**src/rtl/pipeline_id_pkg.sv**
```systemverilog
// pipeline_id_pkg -- shared definitions for the RV32I decode stage.
//   * machine-word widths and the all-zero word (also the bubble encoding)
//   * RV32I major opcode constants
//   * OpType codes that steer the downstream EX stage
//   * id_out_t: the full set of registered decode-stage outputs
//   * id_bubble(): helper that builds a bubble for a given PC
package pipeline_id_pkg;

  localparam int          InstWidth    = 32;
  localparam int          MemAddrWidth = 32;
  localparam logic [31:0] ZeroWord     = 32'h0000_0000;

  // RV32I major opcodes (inst[6:0])
  localparam logic [6:0] OpcLui    = 7'b0110111;
  localparam logic [6:0] OpcAuipc  = 7'b0010111;
  localparam logic [6:0] OpcJal    = 7'b1101111;
  localparam logic [6:0] OpcJalr   = 7'b1100111;
  localparam logic [6:0] OpcBranch = 7'b1100011;
  localparam logic [6:0] OpcLoad   = 7'b0000011;
  localparam logic [6:0] OpcStore  = 7'b0100011;
  localparam logic [6:0] OpcOpImm  = 7'b0010011;
  localparam logic [6:0] OpcOp     = 7'b0110011;

  typedef enum logic [1:0] {
    OpTypeNop    = 2'b00,
    OpTypeAlu    = 2'b01,
    OpTypeMem    = 2'b10,
    OpTypeBranch = 2'b11
  } op_type_e;

  typedef struct packed {
    logic [MemAddrWidth-1:0] pc;
    logic [6:0]              opcode;
    logic [2:0]              funct3;
    logic                    funct7b5;
    logic [31:0]             rs1_val;
    logic [31:0]             rs2_val;
    logic [31:0]             imm;
    logic [4:0]              rd;
    logic                    wreg;
    op_type_e                op;
    logic                    illegal;
  } id_out_t;

  // A bubble is all-zero except that the PC keeps flowing down the pipe.
  function automatic id_out_t id_bubble(input logic [MemAddrWidth-1:0] pc);
    id_out_t b;
    b    = '0;
    b.op = OpTypeNop;
    b.pc = pc;
    return b;
  endfunction

endpackage

```
**src/rtl/pipeline_id_imm_gen.sv**
```systemverilog
// imm_gen -- combinational RV32I immediate generator.
//   inst_i : 32-bit instruction word
//   imm_o  : sign-extended immediate for the instruction's format
//            (I, S, B, U, J); zero for R-type and unknown opcodes.
module imm_gen
  import pipeline_id_pkg::*;
(
  input  logic [InstWidth-1:0] inst_i,
  output logic [31:0]          imm_o
);

  always_comb begin
    imm_o = ZeroWord;
    case (inst_i[6:0])
      OpcLoad, OpcOpImm, OpcJalr:
        imm_o = {{20{inst_i[31]}}, inst_i[31:20]};
      OpcStore:
        imm_o = {{20{inst_i[31]}}, inst_i[31:25], inst_i[11:7]};
      OpcBranch:
        imm_o = {{19{inst_i[31]}}, inst_i[31], inst_i[7], inst_i[30:25],
                 inst_i[11:8], 1'b0};
      OpcLui, OpcAuipc:
        imm_o = {inst_i[31:12], 12'h000};
      OpcJal:
        imm_o = {{11{inst_i[31]}}, inst_i[31], inst_i[19:12], inst_i[20],
                 inst_i[30:21], 1'b0};
      default:
        imm_o = ZeroWord;
    endcase
  end

endmodule

```
**src/rtl/pipeline_id.sv**
```systemverilog
// pipeline_id -- RV32I instruction-decode stage with operand forwarding.
//   clk, rst                 : clock (rising edge) and async active-low reset
//   pc_i, inst_i             : PC / instruction from fetch (inst 0 = bubble)
//   stall_i, flush_i         : per-stage hold / flush vectors (bit 2 = ID,
//                              bit 3 = EX)
//   stall_o                  : load-use hazard request (combinational)
//   rs1/rs2_addr_o, _data_i  : regfile read port, data returned same cycle
//   ex_*, mem_*              : writeback forwarding from the EX and MEM stages
//   pc_o .. illegal_o        : registered decode results, one cycle latency
module pipeline_id
  import pipeline_id_pkg::*;
(
  input  logic                    clk,
  input  logic                    rst,
  input  logic [MemAddrWidth-1:0] pc_i,
  input  logic [InstWidth-1:0]    inst_i,
  input  logic [4:0]              stall_i,
  input  logic [4:0]              flush_i,
  output logic                    stall_o,
  output logic [4:0]              rs1_addr_o,
  output logic [4:0]              rs2_addr_o,
  input  logic [31:0]             rs1_data_i,
  input  logic [31:0]             rs2_data_i,
  input  logic                    ex_wreg_i,
  input  logic [4:0]              ex_wd_i,
  input  logic [31:0]             ex_wdata_i,
  input  logic                    ex_is_load_i,
  input  logic                    mem_wreg_i,
  input  logic [4:0]              mem_wd_i,
  input  logic [31:0]             mem_wdata_i,
  output logic [MemAddrWidth-1:0] pc_o,
  output logic [6:0]              opcode_o,
  output logic [2:0]              funct3_o,
  output logic                    funct7b5_o,
  output logic [31:0]             rs1_val_o,
  output logic [31:0]             rs2_val_o,
  output logic [31:0]             imm_o,
  output logic [4:0]              rd_o,
  output logic                    wreg_o,
  output logic [1:0]              op_o,
  output logic                    illegal_o
);

  logic [6:0]  opcode;
  logic [4:0]  rd;
  logic        is_bubble;
  logic [31:0] imm;

  logic        known;
  logic        writes_rd;
  op_type_e    op_type;
  logic [1:0]  rs_used;

  logic [1:0][4:0]  rs_addr;
  logic [1:0][31:0] rf_data;
  logic [1:0][31:0] rs_val;
  logic [1:0]       hazard;

  id_out_t dec;
  id_out_t out_d;
  id_out_t out_q;

  // Only the ID/EX bits of the control vectors matter here.
  logic unused_ctrl;
  assign unused_ctrl = ^{stall_i[4], stall_i[1:0], flush_i[4:3], flush_i[1:0]};

  assign opcode     = inst_i[6:0];
  assign rd         = inst_i[11:7];
  assign is_bubble  = (inst_i == ZeroWord);
  assign rs1_addr_o = inst_i[19:15];
  assign rs2_addr_o = inst_i[24:20];

  imm_gen u_imm_gen (
    .inst_i (inst_i),
    .imm_o  (imm)
  );

  // Opcode classification: which sources are read, whether rd is written,
  // and which execution unit class the instruction goes to.
  always_comb begin
    known     = 1'b1;
    writes_rd = 1'b0;
    op_type   = OpTypeNop;
    rs_used   = 2'b00;
    case (opcode)
      OpcLui, OpcAuipc: begin writes_rd = 1'b1; op_type = OpTypeAlu; end
      OpcJal:           begin writes_rd = 1'b1; op_type = OpTypeBranch; end
      OpcJalr:   begin writes_rd = 1'b1; op_type = OpTypeBranch; rs_used = 2'b01; end
      OpcBranch: begin                   op_type = OpTypeBranch; rs_used = 2'b11; end
      OpcLoad:   begin writes_rd = 1'b1; op_type = OpTypeMem;    rs_used = 2'b01; end
      OpcStore:  begin                   op_type = OpTypeMem;    rs_used = 2'b11; end
      OpcOpImm:  begin writes_rd = 1'b1; op_type = OpTypeAlu;    rs_used = 2'b01; end
      OpcOp:     begin writes_rd = 1'b1; op_type = OpTypeAlu;    rs_used = 2'b11; end
      default:   known = 1'b0;
    endcase
    // A bubble reads nothing, so it can never forward or stall.
    if (is_bubble) begin
      rs_used = 2'b00;
    end
  end

  assign rs_addr = {rs2_addr_o, rs1_addr_o};
  assign rf_data = {rs2_data_i, rs1_data_i};

  // Per-source operand resolution. A load in EX has no data yet, so it is
  // skipped here; the hazard term raises stall_o and the controller will
  // replace this instruction with a bubble anyway.
  genvar gi;
  for (gi = 0; gi < 2; gi++) begin : g_src
    logic ex_hit;
    logic mem_hit;
    assign ex_hit  = ex_wreg_i && !ex_is_load_i && (ex_wd_i == rs_addr[gi]);
    assign mem_hit = mem_wreg_i && (mem_wd_i == rs_addr[gi]);
    assign rs_val[gi] = (!rs_used[gi] || rs_addr[gi] == 5'd0) ? ZeroWord :
                        ex_hit  ? ex_wdata_i  :
                        mem_hit ? mem_wdata_i : rf_data[gi];
    assign hazard[gi] = rs_used[gi] && ex_is_load_i && ex_wreg_i &&
                        (ex_wd_i != 5'd0) && (ex_wd_i == rs_addr[gi]);
  end

  assign stall_o = rst && (|hazard);

  always_comb begin
    if (is_bubble) begin
      dec = id_bubble(pc_i);
    end else begin
      dec          = '0;
      dec.pc       = pc_i;
      dec.opcode   = opcode;
      dec.funct3   = inst_i[14:12];
      dec.funct7b5 = inst_i[30];
      dec.rs1_val  = rs_val[0];
      dec.rs2_val  = rs_val[1];
      dec.imm      = imm;
      dec.rd       = rd;
      dec.wreg     = known && writes_rd && (rd != 5'd0);
      dec.op       = known ? op_type : OpTypeNop;
      dec.illegal  = !known;
    end
  end

  // Flush beats everything; otherwise capture, bubble (ID held but EX moving)
  // or hold (both held).
  always_comb begin
    out_d = out_q;
    if (flush_i[2]) begin
      out_d = id_bubble(pc_i);
    end else if (!stall_i[2]) begin
      out_d = dec;
    end else if (!stall_i[3]) begin
      out_d = id_bubble(pc_i);
    end
  end

  always_ff @(posedge clk or negedge rst) begin
    if (!rst) begin
      out_q <= '0;
    end else begin
      out_q <= out_d;
    end
  end

  assign pc_o       = out_q.pc;
  assign opcode_o   = out_q.opcode;
  assign funct3_o   = out_q.funct3;
  assign funct7b5_o = out_q.funct7b5;
  assign rs1_val_o  = out_q.rs1_val;
  assign rs2_val_o  = out_q.rs2_val;
  assign imm_o      = out_q.imm;
  assign rd_o       = out_q.rd;
  assign wreg_o     = out_q.wreg;
  assign op_o       = out_q.op;
  assign illegal_o  = out_q.illegal;

endmodule

```
**config.mk**
```make
export PLATFORM = sky130hd
export DESIGN_NAME = pipeline_id
export DESIGN_NICKNAME = d
export VERILOG_FILES = /design/src/rtl/pipeline_id_pkg.sv /design/src/rtl/pipeline_id_imm_gen.sv /design/src/rtl/pipeline_id.sv
export SDC_FILE = /design/constraint.sdc
export NUM_CORES = 1
export LEC_CHECK = 0
export CAP_MARGIN = 20
export CORE_AREA = 2 2 144 146
export CTS_BUF_LIST = sky130_fd_sc_hd__clkbuf_2 sky130_fd_sc_hd__clkbuf_4 sky130_fd_sc_hd__clkbuf_8
export DETAILED_ROUTE_END_ITERATION = 16
export DIE_AREA = 0 0 146 148
export GPL_TIMING_DRIVEN = 0
export PLACE_DENSITY = 0.81
export SLEW_MARGIN = 20
export SYNTH_ARGS = -nofsm -noshare
export SYNTH_HDL_FRONTEND = slang
export SYNTH_HIERARCHICAL = 1
export SYNTH_SLANG_ARGS = --single-unit
```
**constraint.sdc**
```tcl
create_clock -name clk -period 1.48 [get_ports clk]
set_input_delay 0.296 -clock clk [delete_from_list [all_inputs] [get_ports clk]]
set_output_delay 0.296 -clock clk [all_outputs]
set_load 0.02 [all_outputs]
```
# After elaboration in Yosys (flattened, before gate mapping)
# Cells that the tools add are included.
op_classes:
  eq_ne: 14
  mux: 17
  reduce_logical: 36
op_table:
  columns: ["cell", "n"]
  rows:
  - ["$mux W148", 3]
  - ["$mux W32", 6]
  - ["$pmux W32 S5", 1]
  - ["$mux W116", 1]
  - ["$logic_not A32 Y1", 1]
  - ["$eq A7 B6 Y1 const B", 3]
  - ["$eq A7 B7 Y1 const B", 3]
  - ["$eq A5 B5 Y1", 4]
  - ["$logic_and A1 B1 Y1", 16]
  - ["$eq A7 B5 Y1 const B", 2]
  - ["$logic_not A5 Y1", 2]
  - ["$reduce_bool A5 Y1", 2]
  - ["$reduce_or A3 Y1", 3]
  - ["$reduce_or A9 Y1", 1]
  - ["$eq A7 B2 Y1 const B", 1]
  - ["$reduce_or A7 Y1", 1]
  - ["$pmux W2 S3", 1]
  - ["$reduce_or A2 Y1", 3]
  - ["$logic_not A1 Y1", 4]
  - ["$mux W2", 2]
  - ["$pmux W2 S2", 1]
  - ["$reduce_or A4 Y1", 1]
  - ["$ne A3 B2 Y1 const B", 1]
  - ["$logic_or A1 B1 Y1", 2]
  - ["$mux W1", 2]
totals:
  regBits: 148
  elab_cells: 78

# Longest topological paths before layout
# Gate-level depths: netlist (run 1).
depth:
  ltp_word: 10
  ltp_mapped: 7

# Modules after synthesis
# The synthesis (run 1) kept the hierarchy.
by_module_without_submodules:
  columns: ["module", "cells_per_inst", "instances", "seq_area_each_um2", "area_each_um2"]
  rows:
  - ["pipeline_id", 651, 1, 3703.6, 7264.5]
  - ["imm_gen", 79, 1, 0.0, 546.8]

# Worst setup path before layout (run 1)
# No wires, ideal clock.
synth_path:
  kind: "input to register"
  from: "input port inst_i[16]"
  to: "register out_q, in the netlist imm_o[10]"
  path_slack_ps: -436
  cell_stages: 6
  arrival_ps: 1795
  path_buffers: 1
  path_cell_list: "or4_4 nor2_4 nand4_1 o41a_1 buf_6 a22o_1"
synth_via:
  elab_chain_cells: 4
synth_rtl:
  columns: ["item", "line_no", "rtl"]
  rows:
  - ["from (decl)", "pipeline_id.sv:16", "input logic [InstWidth-1:0] inst_i,"]
  - ["$logic_not A32 Y1", "pipeline_id.sv:69", "assign is_bubble = (inst_i == ZeroWord);"]
  - ["$mux W116", "pipeline_id.sv:124", "if (is_bubble) begin"]
  - ["$mux W148", "pipeline_id.sv:148", "end else if (!stall_i[2]) begin"]
  - ["$mux W148", "pipeline_id.sv:146", "if (flush_i[2]) begin"]
  - ["to (signal assigned)", "pipeline_id.sv:159", "out_q <= out_d;"]
  - ["to (decl)", "pipeline_id.sv:61", "id_out_t out_q;"]
# No other way between the ends.
# A chain may end at the register's enable or synchronous reset.

# Worst setup path after layout (run 1)
layout_path:
  from: "input port inst_i[22]"
  to: "register out_q, in the netlist rs2_val_o[11]"
layout_via:
  elab_chain_cells: 8
  word_cells_on_any_way: 15
  classes_between: "eq/ne: 2; mux: 7; reduce/logical: 6"
layout_rtl:
  columns: ["item", "line_no", "rtl"]
  rows:
  - ["$logic_not A32 Y1 / $eq A5 B5 Y1 (equally long branches)", "pipeline_id.sv:69, pipeline_id.sv:113", null]
  - ["$mux W2 / $logic_and A1 B1 Y1 (equally long branches)", "pipeline_id.sv:97, pipeline_id.sv:113", null]
  - ["$logic_not A1 Y1 / $mux W32 (equally long branches)", "pipeline_id.sv:114, pipeline_id.sv:116", null]
  - ["$logic_or A1 B1 Y1 / $mux W32 (equally long branches)", "pipeline_id.sv:114, pipeline_id.sv:115", null]
  - ["$mux W32", "pipeline_id.sv:114", "assign rs_val[gi] = (!rs_used[gi] || rs_addr[gi] == 5'd0) ? ZeroWord :"]
  - ["$mux W116 (*)", "pipeline_id.sv:124", null]
  - ["$mux W148 (*)", "pipeline_id.sv:148", null]
  - ["$mux W148 (*)", "pipeline_id.sv:146", null]
# Every way passes the cells marked *; elsewhere a longest branch is shown, timed or not.

==> impl_results.md, run 1 <==
- Clock tree skew after final layout: 0 ns
- Pin count of the biggest net entering global routing: 44
- Avg Cell Area, Syn: about 11 sq um
- Initial antenna violation count: 3
- Fraction of final layout cells sized beyond drive strength 1: 37.2%
- Starting density of the core: 39.0%
- Part of the power in the clock network: 34.2%
- Worst Tran Pin Value: between 0.4 and 0.5 ns
- CP startpoint kind: input port
- CTS tree: built
- Insertion delay to the later sink of the worst-skew pair: 0.46 ns
- Buffers from clock root to sink, at most: 2
- GR Overflow Total: 0
- Number of search-and-repair iterations in the first detailed-routing pass: 6
- Nets: about 1.4k
- Maximum operating frequency: 602 MHz
- Post-Synthesis Net Count: ~950
- Status: complete, but fails checks
- Total routed wirelength: 35.7 mm
- Number of levels the H-tree was split into: 4
- Synth warnings: 6
- Chip width: about 150 microns
- Placed cells: 1,369
- Part of the power in combinational logic: 23.3%
- Remaining max-slew budget at the tightest pin: roughly 67%
- Leakage component of the power: 6.02 nW
- Net switching power: between 2 and 3 mW
- Area growth from synthesis to layout: 75.0%
- Die Span Y: roughly 150 microns
- Series of cell instances along the critical path: buf_6, xnor2_1, nand2_2, or3_4, buf_12, buf_8, a221o_1, a32o_1
- Post-layout minimum cycle time: 1.66 ns
- Commonest non-fill, non-tap cell in the layout: sky130_fd_sc_hd__clkdlybuf4s50_1
- Count of different cell masters after synthesis: 55
- Root Driver: sky130_fd_sc_hd__clkbuf_8
- Type of destination of the critical path: flip-flop
- Setup-violating endpoint count in the final report: 68
- Total routing usage reported by global routing: 31.2%
- Vias in the first global route: 8,464
- Area of the die: 21,600 sq um
- Mean routed wirelength per cell: 24.5 microns
- HPWL reported at the end of detailed placement: about 24 mm
- Arrival time of data at the critical path endpoint: 2.01 ns
- Remaining routing DRC violations: 0
- Highest fanout seen on the critical path: 6
- Core area: around 20,000 sq um
- Reg clk slew, reported paths: 0.09 ns
- Peak ir drop on the vdd network: 0.568 mV
- Switching power share of the total: 30.1%
- Post-route insts no fill: 1,458
- Final Slew Violations: 0
- Most frequent cells in the layout: sky130_fd_sc_hd__clkdlybuf4s50_1 (172), sky130_fd_sc_hd__dfrtp_1 (148), sky130_fd_sc_hd__clkbuf_2 (114)
- Tightest Hold Check Type: in2reg
- Count of flip-flops with a built-in enable after synthesis: 0
- Violated checks: negative setup slack
- Filler cell count: 1,545
- Cells after Synth: 730
- Routability congestion estimate: 0.913
- CTS Buf Count: 17
- Final hold violation count: 0
- Max-cap violation count: 0
- Fraction of registers with async set/reset: 100%
- # IOs: 376
- Port Buffer Count: 368
- Number of storage elements in the synthesis netlist: approximately 150
- 1st-iter DRT viols: between 700 and 800
- Required time reported for the critical path endpoint: between 1.5 and 2 ns
- Post-route clock period utilization: 112%
- Sequential power share: 42.5%
- Internal power: 6.90 mW
- Routed vias/inst: 6.01
- Slowest cell on the critical path: sky130_fd_sc_hd__or3_4
- Worst Path Class, Setup: in2reg
- Post-placement worst setup slack: -1.59 ns
- Cell area power density: roughly 720 nW/um^2
- Most instantiated flip-flop cell in the synthesis netlist: sky130_fd_sc_hd__dfrtp_1
- Setup slack of the critical path after layout: -0.180 ns
- Cell row count: 52
- Sequential share of the synthesized area: 47.4%
- Worst Hold Margin: 0.175 ns
- Delay contributed by the slowest stage of the critical path: 0.39 ns
- Unrepaired setup endpoints after global routing: true
- Overall via count from detail_route: 8,758
- Antenna Violating Nets Remaining: 0
- Netlist area before placement: 7810 sq um
- Number of sinks on the clock net: 148
- First-pass GRT wire length: approximately 52 mm
==> registers in the layout (all words and copies together), names as in the netlist <==
| name | flops |
|---|---|
| funct3_o | 3 |
| funct7b5_o | 1 |
| illegal_o | 1 |
| imm_o | 32 |
| op_o | 2 |
| opcode_o | 7 |
| pc_o | 32 |
| rd_o | 5 |
| rs1_val_o | 32 |
| rs2_val_o | 32 |
| wreg_o | 1 |
==> stage by stage <==
stage / setup TNS [ns] / area (sq um) / utilization (%) / total power, mW
3_5_place_dp: -177.35 / 12000 / 59.9 / 6.18
5_1_grt: -9.63 / 13700 / 68.2 / 10.2
2_1_floorplan: -31.07 / 7950 / - / 5.00
6_report: -7.50 / 13700 / 68.2 / 9.87
3_3_place_gp: -1085.62 / 12000 / 59.7 / 6.15
4_1_cts: -10.73 / 13600 / 67.8 / 9.74
==> timing repair <==
| item | CTS | global route |
|---|---|---|
| gates cloned | 8 | 3 |
| hold endpoints to repair | 116 | 0 |
| endpoints found under the setup margin | 307 | 217 |
| buffers inserted | 29 | 14 |
| hold buffers | 5 | 0 |
| pin swaps | 72 | 78 |
| gates resized for setup | 642 | 247 |
==> Yosys cell counts, types with 2 or more instances <==
cell type / instances / area [sq um]
sky130_fd_sc_hd__dfrtp_1: 148 / 3700
sky130_fd_sc_hd__clkbuf_1: 56 / 210
sky130_fd_sc_hd__a22o_1: 54 / 473
sky130_fd_sc_hd__nand2_1: 43 / 161
sky130_fd_sc_hd__a32o_1: 35 / 350
sky130_fd_sc_hd__or3_1: 35 / 219
sky130_fd_sc_hd__a221o_1: 32 / 320
sky130_fd_sc_hd__a221oi_1: 32 / 280
sky130_fd_sc_hd__and2_1: 32 / 200
sky130_fd_sc_hd__mux2_1: 32 / 360
sky130_fd_sc_hd__o21ai_1: 32 / 160
sky130_fd_sc_hd__o31ai_1: 32 / 240
sky130_fd_sc_hd__xnor2_1: 20 / 175
sky130_fd_sc_hd__nand3_1: 19 / 95.1
sky130_fd_sc_hd__o21ai_0: 17 / 85.1
sky130_fd_sc_hd__nor2_1: 12 / 45.0
sky130_fd_sc_hd__buf_4: 11 / 82.6
sky130_fd_sc_hd__buf_2: 10 / 50.1
sky130_fd_sc_hd__a21o_2: 8 / 70.1
sky130_fd_sc_hd__nor3_1: 7 / 35.0
sky130_fd_sc_hd__inv_1: 6 / 22.5
sky130_fd_sc_hd__buf_6: 4 / 45.0
sky130_fd_sc_hd__nor2b_1: 4 / 25.0
sky130_fd_sc_hd__and2b_1: 3 / 22.5
sky130_fd_sc_hd__buf_1: 3 / 11.3
sky130_fd_sc_hd__nand2b_1: 3 / 18.8
sky130_fd_sc_hd__nand4_1: 3 / 18.8
sky130_fd_sc_hd__a21boi_0: 2 / 15.0
sky130_fd_sc_hd__a21oi_1: 2 / 10.0
sky130_fd_sc_hd__and3b_2: 2 / 20.0
sky130_fd_sc_hd__mux2i_1: 2 / 20.0
sky130_fd_sc_hd__nand3b_1: 2 / 15.0
sky130_fd_sc_hd__nand4b_1: 2 / 17.5
sky130_fd_sc_hd__nor4_1: 2 / 12.5
sky130_fd_sc_hd__o21a_1: 2 / 15.0
sky130_fd_sc_hd__or2_1: 2 / 12.5
==> worst paths after layout <==
kind                                                start                   endpoint  slack (ns)  cells past startpoint
worst min-delay path                           inst_i[17]      imm_o[17]$_DFFE_PN0P_        0.18                      3
worst max register to register        pc_o[5]$_DFFE_PN0P_        pc_o[5]$_DFFE_PN0P_        0.51                      2
worst min register to register  rs2_val_o[14]$_DFFE_PN0P_  rs2_val_o[14]$_DFFE_PN0P_        0.50                      1
min in group asynchronous                             rst  rs1_val_o[26]$_DFFE_PN0P_        0.52                      2
worst max-delay path                           inst_i[22]  rs2_val_o[11]$_DFFE_PN0P_       -0.18                      8
max in group asynchronous                             rst   rs2_val_o[1]$_DFFE_PN0P_        0.56                      3
==> critical path: cells and delay by family <==
| kind | cells | cell delay, ns |
|---|---|---|
| simple gates | 2 | 0.50 |
| compound gates | 2 | 0.60 |
| xor+xnor | 1 | 0.19 |
| buf+inv | 3 | 0.42 |
==> kinds of logic (layout without fill, tap and decap cells) <==
family | count (synthesis) | in the layout | share of synthesized area (%)
buffers and inverters | 90 | 546 | 5.40
multiplexers | 34 | 34 | 4.87
other | 0 | 2 | 0
XOR/XNOR | 20 | 20 | 2.24
AND/OR/NAND/NOR | 182 | 182 | 13.2
AO/OA/AOI/OAI | 256 | 256 | 26.9
flip-flops | 148 | 148 | 47.4
==> final cells by class <==
type	instances	area, sq um	share of cell area, %
Multi-Input combinational cell	492	4460	32.6
Timing Repair Buffer	426	4020	29.4
Sequential cell	148	3700	27.1
Buffer	82	723	5.29
Tap cell	270	338	2.47
Clock buffer	17	234	1.71
Clock inverter	15	169	1.24
Inverter	6	22.5	0.165
Antenna cell	2	5.00	0.0366
==> power groups by stage <==
stage	clock (mW)	combinational (mW)	sequential (mW)
2_1_floorplan	0	0.605	4.40
4_1_cts	3.41	2.14	4.20
6_report	3.37	2.30	4.20
3_3_place_gp	0	1.88	4.28
3_5_place_dp	0	1.90	4.28
5_1_grt	3.57	2.42	4.21
==> routing by layer <==
metal	vias up	share of wire, %	global-route usage, %
met5	-	0.028	0
met1	4331	40	41.6
li1	3737	-	-
met3	98	8.1	6.57
met2	590	48	49.5
met4	2	4.3	13.9
Power figures use the tool's default switching activity.
==> run 2, diff against run 1 <==
==> constraint.sdc (replaced) <==
create_clock -name clk -period 1.48 [get_ports clk]
set_input_delay 0.37 -clock clk [delete_from_list [all_inputs] [get_ports clk]]
set_output_delay 0.37 -clock clk [all_outputs]
set_load 0.02 [all_outputs]
==> run 2 against run 1 <==
The flow still finishes with violations (negative setup slack). Register-to-register slack gained 0.14 ns. Sequential share of layout area up 0.85 points. Die area stayed put. Clock-buffer cell count unchanged. Critical endpoint is now imm_o[20]$_DFFE_PN0P_. First-iteration DRC count is 2.7% higher. Design area decreased by 3.0%. Sequential power about the same. Clock power down 6%. Routed wire length down 1.1%. Maximum frequency is 6.9% lower. Non-clock buffer count is 2 lower.
==> impl_results.md, run 2 (synthesis results as in run 1) <==
- Final Slew Violations: 0 (unchanged)
- Setup Total Neg Slack: -19.60 ns (-12.11 ns)
- Tightest Hold Check Type: in2reg
- DP Area: 12,000 sq um (-0.30%)
- Nets: 1,388 (-0.14%)
- Pin count of the biggest net entering global routing: 49 (+11%)
- Slack of the worst reg-to-reg path: 0.65 ns (+0.14 ns)
- Clock tree skew after final layout: 0 ns (unchanged)
- Post-route clock period utilization: 121% (+8.4 points)
- Total routed wirelength: 35.3 mm (-1.1%)
- First-pass GRT wire length: 52.4 mm (+1.4%)
- Unrepaired setup endpoints after global routing: true
- Cell row count: 52 (unchanged)
- Arrival time of data at the critical path endpoint: 2.13 ns (+0.12 ns)
- Internal power: 6.71 mW (-2.8%)
- Violated checks: negative setup slack
- Cell area power density: 727 nW/um^2 (+0.67%)
- Commonest non-fill, non-tap cell in the layout: sky130_fd_sc_hd__clkdlybuf4s50_1
- Part of the power in combinational logic: 23.5% (+0.2 points)
- Vias in the first global route: 8,563 (+1.2%)
- Max-cap violation count: 0 (unchanged)
- Initial antenna violation count: 4 (+1)
- Peak ir drop on the vdd network: 0.488 mV (-14%)
- Switching power share of the total: 30.4% (+0.31 points)
- Area growth from synthesis to layout: 69.7%
- Insertion delay to the later sink of the worst-skew pair: 0.45 ns (about the same)
- Maximum operating frequency: 561 MHz (-6.9%)
- Area of the die: 21,600 sq um (unchanged)
- Setup-violating endpoint count in the final report: 98 (+44%)
- Setup slack of the critical path after layout: -0.303 ns (-0.124 ns)
- Number of sinks on the clock net: 148 (unchanged)
- Port Buffer Count: 368 (unchanged)
- Mean routed wirelength per cell: 24.2 microns (-1.2%)
- Starting density of the core: 39.0% (unchanged)
- Filler cell count: 1,611 (+4.3%)
- Most frequent cells in the layout: sky130_fd_sc_hd__clkdlybuf4s50_1 (167), sky130_fd_sc_hd__buf_2 (161), sky130_fd_sc_hd__dfrtp_1 (148)
- Antenna Violating Nets Remaining: 0 (unchanged)
- Buffers from clock root to sink, at most: 2 (unchanged)
- Area of all placed cells without fillers: 13,300 sq um (-3.0%)
- Final core occ: 66.1% (-2.1 points)
- Final hold violation count: 0 (unchanged)
- CTS tree: built
- Net switching power: 2.93 mW (-1.4%)
- Root Driver: sky130_fd_sc_hd__clkbuf_8
- Worst setup path endpoint: imm_o[20]$_DFFE_PN0P_
- Routed vias/inst: 5.96 (-0.74%)
- Required time reported for the critical path endpoint: 1.83 ns (about the same)
- Leakage component of the power: 6.07 nW (+0.86%)
- Core area: 20,000 sq um (unchanged)
- Highest fanout seen on the critical path: 6 (unchanged)
- Depth of the worst register-to-register path: 1 (-1)
- Remaining routing DRC violations: 0 (unchanged)
- Part of the power in the clock network: 33.0% (-1.2 points)
- 1st-iter DRT viols: 764 (+2.7%)
- Remaining max-slew budget at the tightest pin: 64.3% (-3.0 points)
- GR Overflow Total: 0 (unchanged)
- Reg-to-reg endpoint: pc_o[6]$_DFFE_PN0P_
- Chip width: 146 microns (unchanged)
- HPWL reported at the end of detailed placement: 24.2 mm (about the same)
- Sequential power share: 43.5% (+1.0 points)
- Reg clk slew, reported paths: 0.09 ns (about the same)
- Worst flop-to-flop path startpoint: pc_o[6]$_DFFE_PN0P_
- Number of search-and-repair iterations in the first detailed-routing pass: 8 (+2)
- Die Span Y: 148 microns (unchanged)
- Routability congestion estimate: 0.909 (-0.45%)
- CP startpoint kind: input port
- Total routing usage reported by global routing: 31.6% (+0.38 points)
- Post-layout minimum cycle time: 1.78 ns (+0.124 ns)
- Crit. Startpoint: inst_i[17]
- Worst Path Class, Setup: in2reg
- Fraction of final layout cells sized beyond drive strength 1: 36.2% (-0.95 points)
- Worst Tran Pin Value: 0.536 ns (+0.0445 ns)
- Overall via count from detail_route: 8,699 (-0.67%)
- CTS Buf Count: 17 (unchanged)
- Number of levels the H-tree was split into: 4 (unchanged)
- Status: complete, but fails checks
- Type of destination of the critical path: flip-flop
- # IOs: 376 (unchanged)
-- run 2: power by group through the flow --
stage	Sequential [mW]	Clock, mW	Combinational, mW
2_1_floorplan	4.40	0	0.600
3_3_place_gp	4.27	0	1.88
3_5_place_dp	4.28	0	1.91
4_1_cts	4.19	3.19	2.12
5_1_grt	4.20	3.38	2.38
6_report	4.19	3.18	2.26
-- run 2: worst max-delay path, cell delays in order --
cell and delay, ns:
sky130_fd_sc_hd__buf_12 0.12, sky130_fd_sc_hd__or4_4 0.54, sky130_fd_sc_hd__nor2_4 0.14, sky130_fd_sc_hd__nand4_1 0.09
sky130_fd_sc_hd__o41a_1 0.47, sky130_fd_sc_hd__buf_4 0.22, sky130_fd_sc_hd__a22o_1 0.18
-- run 2: worst min-delay path by stage --
| stage | from | to | depth (start not counted) |
|---|---|---|---|
| 2_1_floorplan | rst | funct3_o[0]$_DFFE_PN0P_ | 0 |
| 3_3_place_gp | rs1_val_o[23]$_DFFE_PN0P_ | rs1_val_o[23]$_DFFE_PN0P_ | 2 |
| 3_5_place_dp | rst | funct7b5_o$_DFFE_PN0P_ | 1 |
| 4_1_cts | inst_i[21] | imm_o[1]$_DFFE_PN0P_ | 3 |
| 5_1_grt | inst_i[7] | rd_o[0]$_DFFE_PN0P_ | 2 |
| 6_report | inst_i[16] | imm_o[16]$_DFFE_PN0P_ | 3 |
-- run 2: area by class of cell --
| class | instances | area (sq um) | share of cell area (%) |
|---|---|---|---|
| Multi-Input combinational cell | 492 | 4360 | 32.9 |
| Buffer | 81 | 676 | 5.10 |
| Clock buffer | 17 | 234 | 1.77 |
| Antenna cell | 5 | 12.5 | 0.0944 |
| Tap cell | 270 | 338 | 2.55 |
| Timing Repair Buffer | 425 | 3770 | 28.4 |
| Inverter | 6 | 22.5 | 0.170 |
| Clock inverter | 15 | 146 | 1.10 |
| Sequential cell | 148 | 3700 | 27.9 |
-- run 2: layer usage --
metal | track usage (%) | vias to the layer above | wire length, microns
li1 | - | 3720 | -
met5 | 0 | - | 0
met2 | 49.4 | 581 | 16600
met4 | 13.8 | 0 | 1660
met1 | 42.2 | 4272 | 13900
met3 | 7.41 | 126 | 3170
-- run 2: repair_timing --
action,4_1_cts,5_1_grt
hold buffers,9,0
endpoints found under the hold margin,76,0
gates resized for setup,920,97
pin swaps,78,63
buffers inserted,31,5
cloned,11,0
setup endpoints to repair,307,114
-- run 2: through the flow --
stage / power, mW / instances / hold WS, ns / setup slack, ns
2_1_floorplan: 5.00 / 730 / 0.0744 / -0.452
3_3_place_gp: 6.15 / 1368 / 0.468 / -6.21
3_5_place_dp: 6.18 / 1369 / 0.319 / -1.67
4_1_cts: 9.50 / 1450 / 0.267 / -0.372
5_1_grt: 9.96 / 1458 / 0.286 / -0.336
6_report: 9.64 / 1459 / 0.299 / -0.303
